===== config.mk =====
export PLATFORM = sky130hd
export DESIGN_NAME = bus_terminal_fifo
export DESIGN_NICKNAME = d
export VERILOG_FILES = /design/src/rtl/bus_terminal_fifo.sv
export SDC_FILE = /design/constraint.sdc
export NUM_CORES = 1
export LEC_CHECK = 0
export BUFFER_PORTS_ARGS = -buffer_cell sky130_fd_sc_hd__buf_2
export CAP_MARGIN = 20
export CORE_UTILIZATION = 45
export CTS_BUF_LIST = sky130_fd_sc_hd__clkbuf_8
export DETAILED_ROUTE_END_ITERATION = 16
export GPL_ROUTABILITY_DRIVEN = 0
export SETUP_SLACK_MARGIN = 0.05
export SYNTH_ARGS = -nofsm -noshare
export SYNTH_HDL_FRONTEND = slang
export SYNTH_SLANG_ARGS = --single-unit

===== constraint.sdc =====
create_clock -name clk -period 3 [get_ports clk]
set_input_delay 0.9 -clock clk [delete_from_list [all_inputs] [get_ports clk]]
set_output_delay 0.9 -clock clk [all_outputs]
set_load 0.005 [all_outputs]

===== src/rtl/bus_terminal_fifo.sv =====
// bus_terminal_fifo: bus endpoint with TX FIFO toward the bus and ID-filtered RX FIFO toward user logic
module bus_terminal_fifo #(
  parameter int pckg_sz = 16,
  parameter int depth = 8,
  parameter logic [7:0] id = 8'd0,
  parameter logic [7:0] broadcast = 8'hFF
) (
  input  logic               clk,
  input  logic               reset,
  output logic               pndng,
  output logic [pckg_sz-1:0] D_pop,
  input  logic               pop,
  input  logic               push,
  input  logic [pckg_sz-1:0] D_push,
  input  logic               tx_wr,
  input  logic [pckg_sz-1:0] tx_data,
  output logic               tx_full,
  input  logic               rx_rd,
  output logic [pckg_sz-1:0] rx_data,
  output logic               rx_empty,
  output logic [15:0]        rx_drop,
  output logic               pop_err
);
  localparam int aw = $clog2(depth);
  logic [pckg_sz-1:0] tx_mem [depth];
  logic [pckg_sz-1:0] rx_mem [depth];
  logic [aw-1:0] tx_head, tx_tail, rx_head, rx_tail;
  logic [aw:0] tx_cnt, rx_cnt;
  logic tx_we, tx_re, rx_we, rx_re, rx_full, accept, drop;
  logic [7:0] dst;
  assign pndng = tx_cnt != '0;
  assign tx_full = tx_cnt == (aw+1)'(depth);
  assign rx_empty = rx_cnt == '0;
  assign rx_full = rx_cnt == (aw+1)'(depth);
  assign D_pop = pndng ? tx_mem[tx_head] : '0;
  assign rx_data = rx_empty ? '0 : rx_mem[rx_head];
  // When full, a simultaneous pop frees the slot the write lands in, so both proceed
  always_comb begin
    dst = D_push[pckg_sz-1 -: 8];
    tx_re = pop & pndng;
    tx_we = tx_wr & (!tx_full | tx_re);
    rx_re = rx_rd & !rx_empty;
    accept = push & (dst == id | dst == broadcast);
    rx_we = accept & (!rx_full | rx_re);
    drop = push & !rx_we;
  end
  // Storage arrays need no reset: outputs are masked while the counts say empty
  always_ff @(posedge clk) begin
    if (tx_we) tx_mem[tx_tail] <= tx_data;
    if (rx_we) rx_mem[rx_tail] <= D_push;
  end
  // Pointer, count and status registers for both FIFOs
  always_ff @(posedge clk or negedge reset) begin
    if (!reset) begin
      tx_head <= '0;
      tx_tail <= '0;
      tx_cnt <= '0;
      rx_head <= '0;
      rx_tail <= '0;
      rx_cnt <= '0;
      rx_drop <= '0;
      pop_err <= 1'b0;
    end else begin
      if (tx_we) tx_tail <= tx_tail + 1'b1;
      if (tx_re) tx_head <= tx_head + 1'b1;
      tx_cnt <= tx_cnt + (aw+1)'(tx_we) - (aw+1)'(tx_re);
      if (rx_we) rx_tail <= rx_tail + 1'b1;
      if (rx_re) rx_head <= rx_head + 1'b1;
      rx_cnt <= rx_cnt + (aw+1)'(rx_we) - (aw+1)'(rx_re);
      if (drop && rx_drop != 16'hFFFF) rx_drop <= rx_drop + 16'd1;
      if (pop && !pndng) pop_err <= 1'b1;
    end
  end
endmodule


-- After elaboration in Yosys (flattened, before gate mapping)
Memories as Yosys holds them, arrays and structs flattened.
Cells that the tools add are included.
- memories: 2
- word-level logic and storage cells: 48
- output and inout port bits: 52
- register bits: 37
- RAM bits: 256
- bits of input ports: 38
- muxes and demuxes: 6
- bitwise logic cells: 9
- reductions and logical operators: 10
- equality and inequality tests: 4
- add/subtract/negate cells: 9
- memory list (memory ; depth ; width ; rd ports ; clocked after Yosys merged registers in ; write ports ; RTL line ; text):
    rx_mem ; 8 ; 16 ; 1 ; 0 ; 1 ; 26 ; logic [pckg_sz-1:0] rx_mem [depth];
    tx_mem ; 8 ; 16 ; 1 ; 0 ; 1 ; 25 ; logic [pckg_sz-1:0] tx_mem [depth];
- operators by type and width (kind ; number):
    $mux 16 ; 2
    $add 16x1->16 const B ; 1
    $ne 16x16->1 const B ; 1
    $add 3x1->3 const B ; 4
    $add 4x1->4 ; 2
    $eq 4x4->1 const B ; 2
    $eq 8x8->1 const B ; 1
    $logic_not 8->1 ; 1
    $sub 4x1->4 ; 2
    $and 1x1->1 ; 6
    $logic_not 1->1 ; 5
    $logic_not 4->1 ; 1
    $mux 1 ; 4
    $reduce_bool 4->1 ; 1
    $or 1x1->1 ; 3
    $logic_and 1x1->1 ; 2

-- Longest topological paths before layout
Gate-level depths: netlist (run 1).
- depth in word-level cells: 8
- gate-level depth with buffers: 11
- gate-level depth less buffers: 10

-- Worst setup path before layout (run 1)
Ideal clock, no wire load.
- kind: input port to flip-flop
- start: in D_push[12]
- end: mem rx_mem[0][0], enable pin
- library setup time: 430 ps
- setup slack: -859 ps
- path buffers: 1
- required time: 2570 ps
- data arrival time: 3429 ps
- cell stages on the path: 5
- path through: or4_4 > nor2_4 > o211ai_2 > buf_6 > nor4_1
- cells in the longest elaborated chain, start to end: 6
- elaborated cells between the ends (all ways): 7
- classes of those cells: 1 x eq/ne; 2 x mux; 3 x bitwise; 1 x reduce/logical
- ends and longest elaborated chain (element ; RTL line ; text):
    start: declaration ; 14 ; input logic [pckg_sz-1:0] D_push,
    $eq 8x8->1 / $logic_not 8->1 (equally long branches) ; 43 ; accept = push & (dst == id | dst == broadcast);
    $or 1x1->1 * ; 43 ;
    $and 1x1->1 * ; 43 ;
    $and 1x1->1 * ; 44 ; rx_we = accept & (!rx_full | rx_re);
    $mux 1 * ; 50 ; if (rx_we) rx_mem[rx_tail] <= D_push;
    $mux 1 (implied by the code) * ; 50 ;
    end: declaration ; 26 ;
Every way passes the cells marked *; elsewhere a longest branch is shown, timed or not.

-- Final worst setup path (run 1)
- start: reg rx_head[0]
- end: out rx_data[13]
- cells in the longest elaborated chain, start to end: 2
- ends and longest elaborated chain (element ; RTL line ; text):
    start: declaration ; 27 ; logic [aw-1:0] tx_head, tx_tail, rx_head, rx_tail;
    start signal: assignment ; 68 ; if (rx_re) rx_head <= rx_head + 1'b1;
    $mem_v2 8x16 ; -- ;
    $mux 16 ; 36 ; assign rx_data = rx_empty ? '0 : rx_mem[rx_head];
    end: declaration ; 19 ; output logic [pckg_sz-1:0] rx_data,
Every way passes these cells.

==> results of run 1 <==
==> flip-flops by register name (all words and copies together) (netlist names), 4 cells and up <==
register	flops
rx_drop	16
rx_mem	128
rx_cnt	4
tx_mem	128
tx_cnt	4
==> power breakdown <==
group / switching (µW) / leakage [µW] / internal [µW]
clock: 1470 / 0.000481 / 1560
combinational: 1910 / 0.00184 / 2140
sequential: 245 / 0.00276 / 4880
==> layout by cell type, fill, tap and decap left out, types with 2 or more instances in the layout <==
master,n
buf_2,89
nand2_1,10
nor4b_4,4
ha_1,15
edfxtp_1,256
xnor2_1,21
o21ai_0,3
clkinvlp_4,3
dfrtp_1,35
buf_16,4
and2_1,4
fa_1,2
nand2b_1,4
or4_4,2
nor3_2,4
dfrtp_2,2
a21oi_1,3
clkinv_2,2
nor4_4,3
xor2_1,4
buf_6,2
a21o_1,3
mux2i_1,28
nor2_1,50
nand4_1,13
inv_1,35
mux2i_2,6
buf_12,17
buf_4,21
and3_1,2
or2_2,2
mux2_2,5
nand3_1,13
mux4_2,64
clkinv_1,14
clkbuf_8,51
and4_1,2
==> synth_stat cells <==
| master | number |
|---|---|
| edfxtp_1 | 256 |
| mux4_2 | 64 |
| nor2_1 | 50 |
| dfrtp_1 | 37 |
| mux2i_1 | 34 |
| xnor2_1 | 21 |
| inv_1 | 19 |
| ha_1 | 15 |
| clkbuf_1 | 13 |
| nand3_1 | 13 |
| nand4_1 | 13 |
| buf_2 | 10 |
| nand2_1 | 10 |
| mux2_2 | 5 |
| nor3_1 | 5 |
| and2_1 | 4 |
| nand2b_1 | 4 |
| xor2_1 | 4 |
| a21o_1 | 3 |
| a21oi_1 | 3 |
| nor4b_4 | 3 |
| o21ai_0 | 3 |
| and3_1 | 2 |
| and4_1 | 2 |
| buf_1 | 2 |
| buf_6 | 2 |
| fa_1 | 2 |
| nor4_1 | 2 |
| or2_2 | 2 |
| or4_4 | 2 |
| a2111oi_4 | 1 |
| clkbuf_2 | 1 |
| clkinv_1 | 1 |
| nand2_2 | 1 |
| nor2_4 | 1 |
| nor2b_1 | 1 |
| nor4_4 | 1 |
| nor4b_2 | 1 |
| o211ai_2 | 1 |
| o21ai_2 | 1 |
==> final cells by class <==
type	count	area [µm²]
clock buffer	51	702
inverter	20	75.1
timing repair buffer	133	1080
sequential	293	8620
multi-input combinational	274	3120
fill	2068	11800
clock inverter	34	141
tap	335	419
==> metal layers <==
metal / track usage [%] / up-vias
met3: 3.84 / 30
met1: 23.3 / 3118
met5: 0 / -
met2: 31.4 / 155
li1: - / 2748
met4: 4.88 / 2
==> repair_timing <==
action	4_1_cts	5_1_grt
hold endpoints to repair	0	0
setup endpoints to repair	31	32
cloned	4	0
buffers inserted	4	0
hold buffers	0	0
gates resized for setup	12	6
pin swaps	4	6
==> how the worst max path moves through the flow <==
stage	endpoint	start	slack, ns
2_1_floorplan	rx_mem[3][0]	D_push[12]	-0.44
3_3_place_gp	rx_cnt[2]	D_push[8]	0.08
3_5_place_dp	rx_cnt[2]	D_push[8]	0.05
4_1_cts	rx_data[13]	rx_head[0]	-0.1
5_1_grt	rx_data[12]	rx_head[0]	-0.16
6_report	rx_data[13]	rx_head[0]	-0.07
==> kinds of logic (layout without fill, tap and decap cells) <==
kind of cell	after synthesis	in the layout	share of synthesized area (%)
XOR/XNOR	25	25	1.85
multiplexers	103	103	15.5
buffers and inverters	48	238	1.76
AND/OR/NAND/NOR	117	117	5.53
flip-flops	293	293	72.6
AO/OA/AOI/OAI	12	12	0.854
adder cells (fa/ha/maj)	17	17	1.92
==> stage by stage <==
| step | hold slack (ns) | cell area [µm²] | power, µW |
|---|---|---|---|
| after global routing | 0.502 | 14200 | 12900 |
| after global placement | 0.441 | 13100 | 8830 |
| final | 0.437 | 14200 | 12200 |
| after CTS | 0.442 | 14100 | 12300 |
| after detailed placement | 0.448 | 13100 | 8930 |
| after floorplan | 0.451 | 11900 | 7590 |
==> impl_metrics.tcl, run 1 <==
set metrics [dict create \
    status "finished, violations left" \
    violations "negative setup slack" \
    dieArea_um2 27000 \
    worst_pin_slew_ns 0.833 \
    dp_hpwl_um 13800 \
    diodes 0 \
    critPathMaxStageDelay_ns 0.51 \
    ctsLongestPathBuffers 3 \
    required_ns 2.10 \
    place_ws_ns 0.0548 \
    maxCapViolCount 0 \
    setup_ws_ns -0.0719 \
    hold_class "in2async" \
    r2r_slack_ns 0.70 \
    die_x_um 164 \
    p_per_area_nw_per_um2 863 \
    cts_buffers 47 \
    drt-total-wl_um 23400 \
    grt_pass1_vias 6452 \
    reg2reg_to "tx_cnt[2]" \
    grt_pass1_wl_um 36500 \
    crit_chain "buf_6 -> buf_12 -> mux4_2 -> mux2i_2 -> nor2_1 -> buf_2" \
    fin_crit_sh_pct 102 \
    crit_slowest_cell "mux4_2" \
    ir_drop_uv 505 \
    fin_setup_tns_ns -0.514 \
    via_per_inst 5.31 \
    fp.dieH_um 164 \
    path_buf_inv 3 \
    wl_met3_um 1180 \
    slew_headroom_pct 44.5 \
    cts.reportedPaths.clkPinSlew_ns 0.06 \
    start_util_pct 45.7 \
    finClkSkew_ns 0.0257 \
    netlist_instances 615 \
    wl_met2_um 12100 \
    rows 59 \
    area_growth_pct 19.3 \
    grt_max_degree 38 \
    via_count 6053 \
    reg2regPathDepth 10 \
    grt-ovfl-total 0 \
    ys_seq_area_share_pct 72.6 \
    cts_root_buffer "clkbuf_8" \
    cp-end-kind "output pin" \
    setup_viol_count_final 17 \
    yosys.area.top_type "edfxtp_1" \
    rsz0062_at_grt "true" \
    clk_latency_ns 0.56 \
    synth.distinct_cells 40 \
    drtPass1Iterations 4 \
    highest_layer "met5" \
    slew_violations 0 \
    wl_per_cell_um 20.5 \
    synth_warnings 0 \
    synth_area_leaders "edfxtp_1, mux4_2, dfrtp_1" \
    cp.depth 6 \
    stdcell_count 1140 \
    drt-met1-wl_um 9770 \
    syn_avg_cell_area_um2 19.3 \
    worstSetupStartpointType "flip-flop" \
    clkSinkCount 293 \
    worstSetupPathType "reg2out" \
    critPathMaxFanout 8 \
    path_delay_family "multiplexers" \
    drc 0 \
    r2r-start "tx_cnt[2]" \
    ant_nets 0 \
    crit_arrival_ns 2.17 \
    dpl.cell_count 1047 \
    gr-usage-all-layers_pct 18.2 \
    port_buffers 89 \
    power_leakage_uw 0.00508 \
    drive_gt1_share_pct 35.5 \
    cts_tree "yes" \
    htree_levels 2 \
    drt_iter0_drc 338 \
    finalWorstPathRequiredPeriod_ns 3.07 \
    yosysTopAreaCellShare_pct 64.8 \
    netlist_area_um2 11900 \
    hold_viol 0 \
    core-area_um2 26000 \
    io_pins 90 \
    yosys_register_bits 293 \
    layout.nets 824 \
    antenna_found_initial 2 \
    fmax_ghz 0.326 \
    synth_nets 670 \
    postLayoutCoreUtil_pct 54.5 \
]
(Power assumes the default switching activity.)
==> inputs of run 2 (changes only) <==
--- a/config.mk
+++ b/config.mk
@@ -11,7 +11,7 @@
 export CTS_BUF_LIST = sky130_fd_sc_hd__clkbuf_8
 export DETAILED_ROUTE_END_ITERATION = 16
 export GPL_ROUTABILITY_DRIVEN = 0
-export SETUP_SLACK_MARGIN = 0.05
+export SETUP_SLACK_MARGIN = 0.3
 export SYNTH_ARGS = -nofsm -noshare
 export SYNTH_HDL_FRONTEND = slang
 export SYNTH_SLANG_ARGS = --single-unit
==> impl_metrics.tcl, run 2 (synthesis results as in run 1) <==
set metrics [dict create \
    reg_top3 "rx_mem x128, tx_mem x128, rx_drop x16" \
    drt-total-wl_um 23900 \
    drtPass1Iterations 4 \
    finalWorstPathRequiredPeriod_ns 3.05 \
    die_x_um 164 \
    io_pins 90 \
    required_ns 2.10 \
    critPathMaxFanout 5 \
    ant_nets 0 \
    slew_violations 0 \
    dp_hpwl_um 14100 \
    htree_levels 2 \
    via_per_inst 5.33 \
    fmax_ghz 0.328 \
    fin_setup_tns_ns -0.253 \
    core-area_um2 26000 \
    grt_pass1_wl_um 35900 \
    hold_buffers 0 \
    maxCapViolCount 0 \
    ir_drop_uv 498 \
    cts_buffers 46 \
    via_count 6113 \
    postLayoutCoreUtil_pct 54.7 \
    multi_input_area_um2 3110 \
    ctsLongestPathBuffers 3 \
    cts.reportedPaths.clkPinSlew_ns 0.06 \
    reg2regPathDepth 10 \
    drc 0 \
    port_buffers 89 \
    clkSinkCount 293 \
    setup_ws_ns -0.0507 \
    fill_cells 2057 \
    area_growth_pct 19.7 \
    cts_root_buffer "clkbuf_8" \
    worst_pin_slew_ns 0.827 \
    setup_viol_count_final 8 \
    grt_max_degree 38 \
    finClkSkew_ns 0.0262 \
    dpl.cell_count 1046 \
    cp-end-kind "output pin" \
    p_per_area_nw_per_um2 864 \
    fp.dieH_um 164 \
    seq_area_um2 8620 \
    dieArea_um2 27000 \
    status "finished, violations left" \
    grt_pass1_vias 6519 \
    wl_per_cell_um 20.8 \
    hold_class "in2async" \
    worstSetupPathType "reg2out" \
    rsz0062_at_grt "true" \
    clk_latency_ns 0.56 \
    start_util_pct 45.7 \
    hold_viol 0 \
    layout_commonest_cell "edfxtp_1" \
    grt-ovfl-total 0 \
    drt_iter0_drc 399 \
    cts_tree "yes" \
    rows 59 \
    fin_crit_sh_pct 102 \
    crit_arrival_ns 2.15 \
    slew_headroom_pct 44.9 \
    drive_gt1_share_pct 36.3 \
    layout_common_cells "edfxtp_1, buf_2, mux4_2" \
    stdcell_count 1147 \
    layout.nets 833 \
    power_leakage_uw 0.00514 \
    gr-usage-all-layers_pct 18.0 \
    antenna_found_initial 2 \
    place_ws_ns 0.0521 \
    violations "negative setup slack" \
    worstSetupStartpointType "flip-flop" \
]
run 2: cell count changes in the layout (fill, tap and decap cells not counted), moves of 5 or more:
cell      change
mux2i_1       +5
mux2i_2       -5
clkbuf_8      -5
clkinv_1      -6
buf_4         +7
run 2: worst paths after layout:
| kind | start | end | slack (ns) |
|---|---|---|---|
| max | tx_head[0] | D_pop[7] | -0.05 |
| min | reset | pop_err | 0.44 |
| max reg2reg | tx_cnt[2] | tx_cnt[2] | 0.70 |
| min reg2reg | pop_err | pop_err | 0.46 |
| max in group asynchronous | reset | rx_head[0] | 1.98 |
| min in group clk | pop_err | pop_err | 0.46 |
run 2: where the power goes:
group | internal [µW] | switching, µW
logic | 2270 | 1980
clock network | 1440 | 1470
registers | 4880 | 235
total | 8590 | 3680
run 2: worst max-delay path: stages, from the launching register on:
cell and delay, ns:
dfrtp_2 0.42, buf_12 0.13, clkbuf_16 0.15, mux4_2 0.49, mux2i_1 0.17, nor2_1 0.08
buf_2 0.14
run 2: cell type report:
cell class              count  share of cell area, %
flip-flops and latches    293                   60.7
multi-input cells         274                   21.9
repair buffers            143                   8.29
clock buffers              46                   4.46
well taps                 335                   2.95
clock inverters            35                   1.15
inverters                  20                  0.564
diodes                      1                 0.0176
run 2: per-stage QoR:
step / area, µm² / power (µW) / hold WS (ns)
after detailed placement: 13000 / 8920 / 0.458
after global routing: 14200 / 13000 / 0.491
after global placement: 13000 / 8820 / 0.450
after floorplan: 11900 / 7590 / 0.451
final: 14200 / 12300 / 0.444
after CTS: 14100 / 12300 / 0.454
run 2: layer usage:
metal	global-route usage (%)	vias to the layer above	part of all wire, %
met1	21.4	3154	40
li1	-	2760	-
met2	32.5	154	53
met3	4.02	43	4.6
met5	0	-	0.063
met4	5.63	2	1.9
run 2: what timing repair did:
action                                  in CTS  in global routing
setup buffers                               10                  3
pin swaps                                    0                  5
resized for setup                           11                  4
endpoints found under the setup margin      33                 33
cloned                                       3                  3
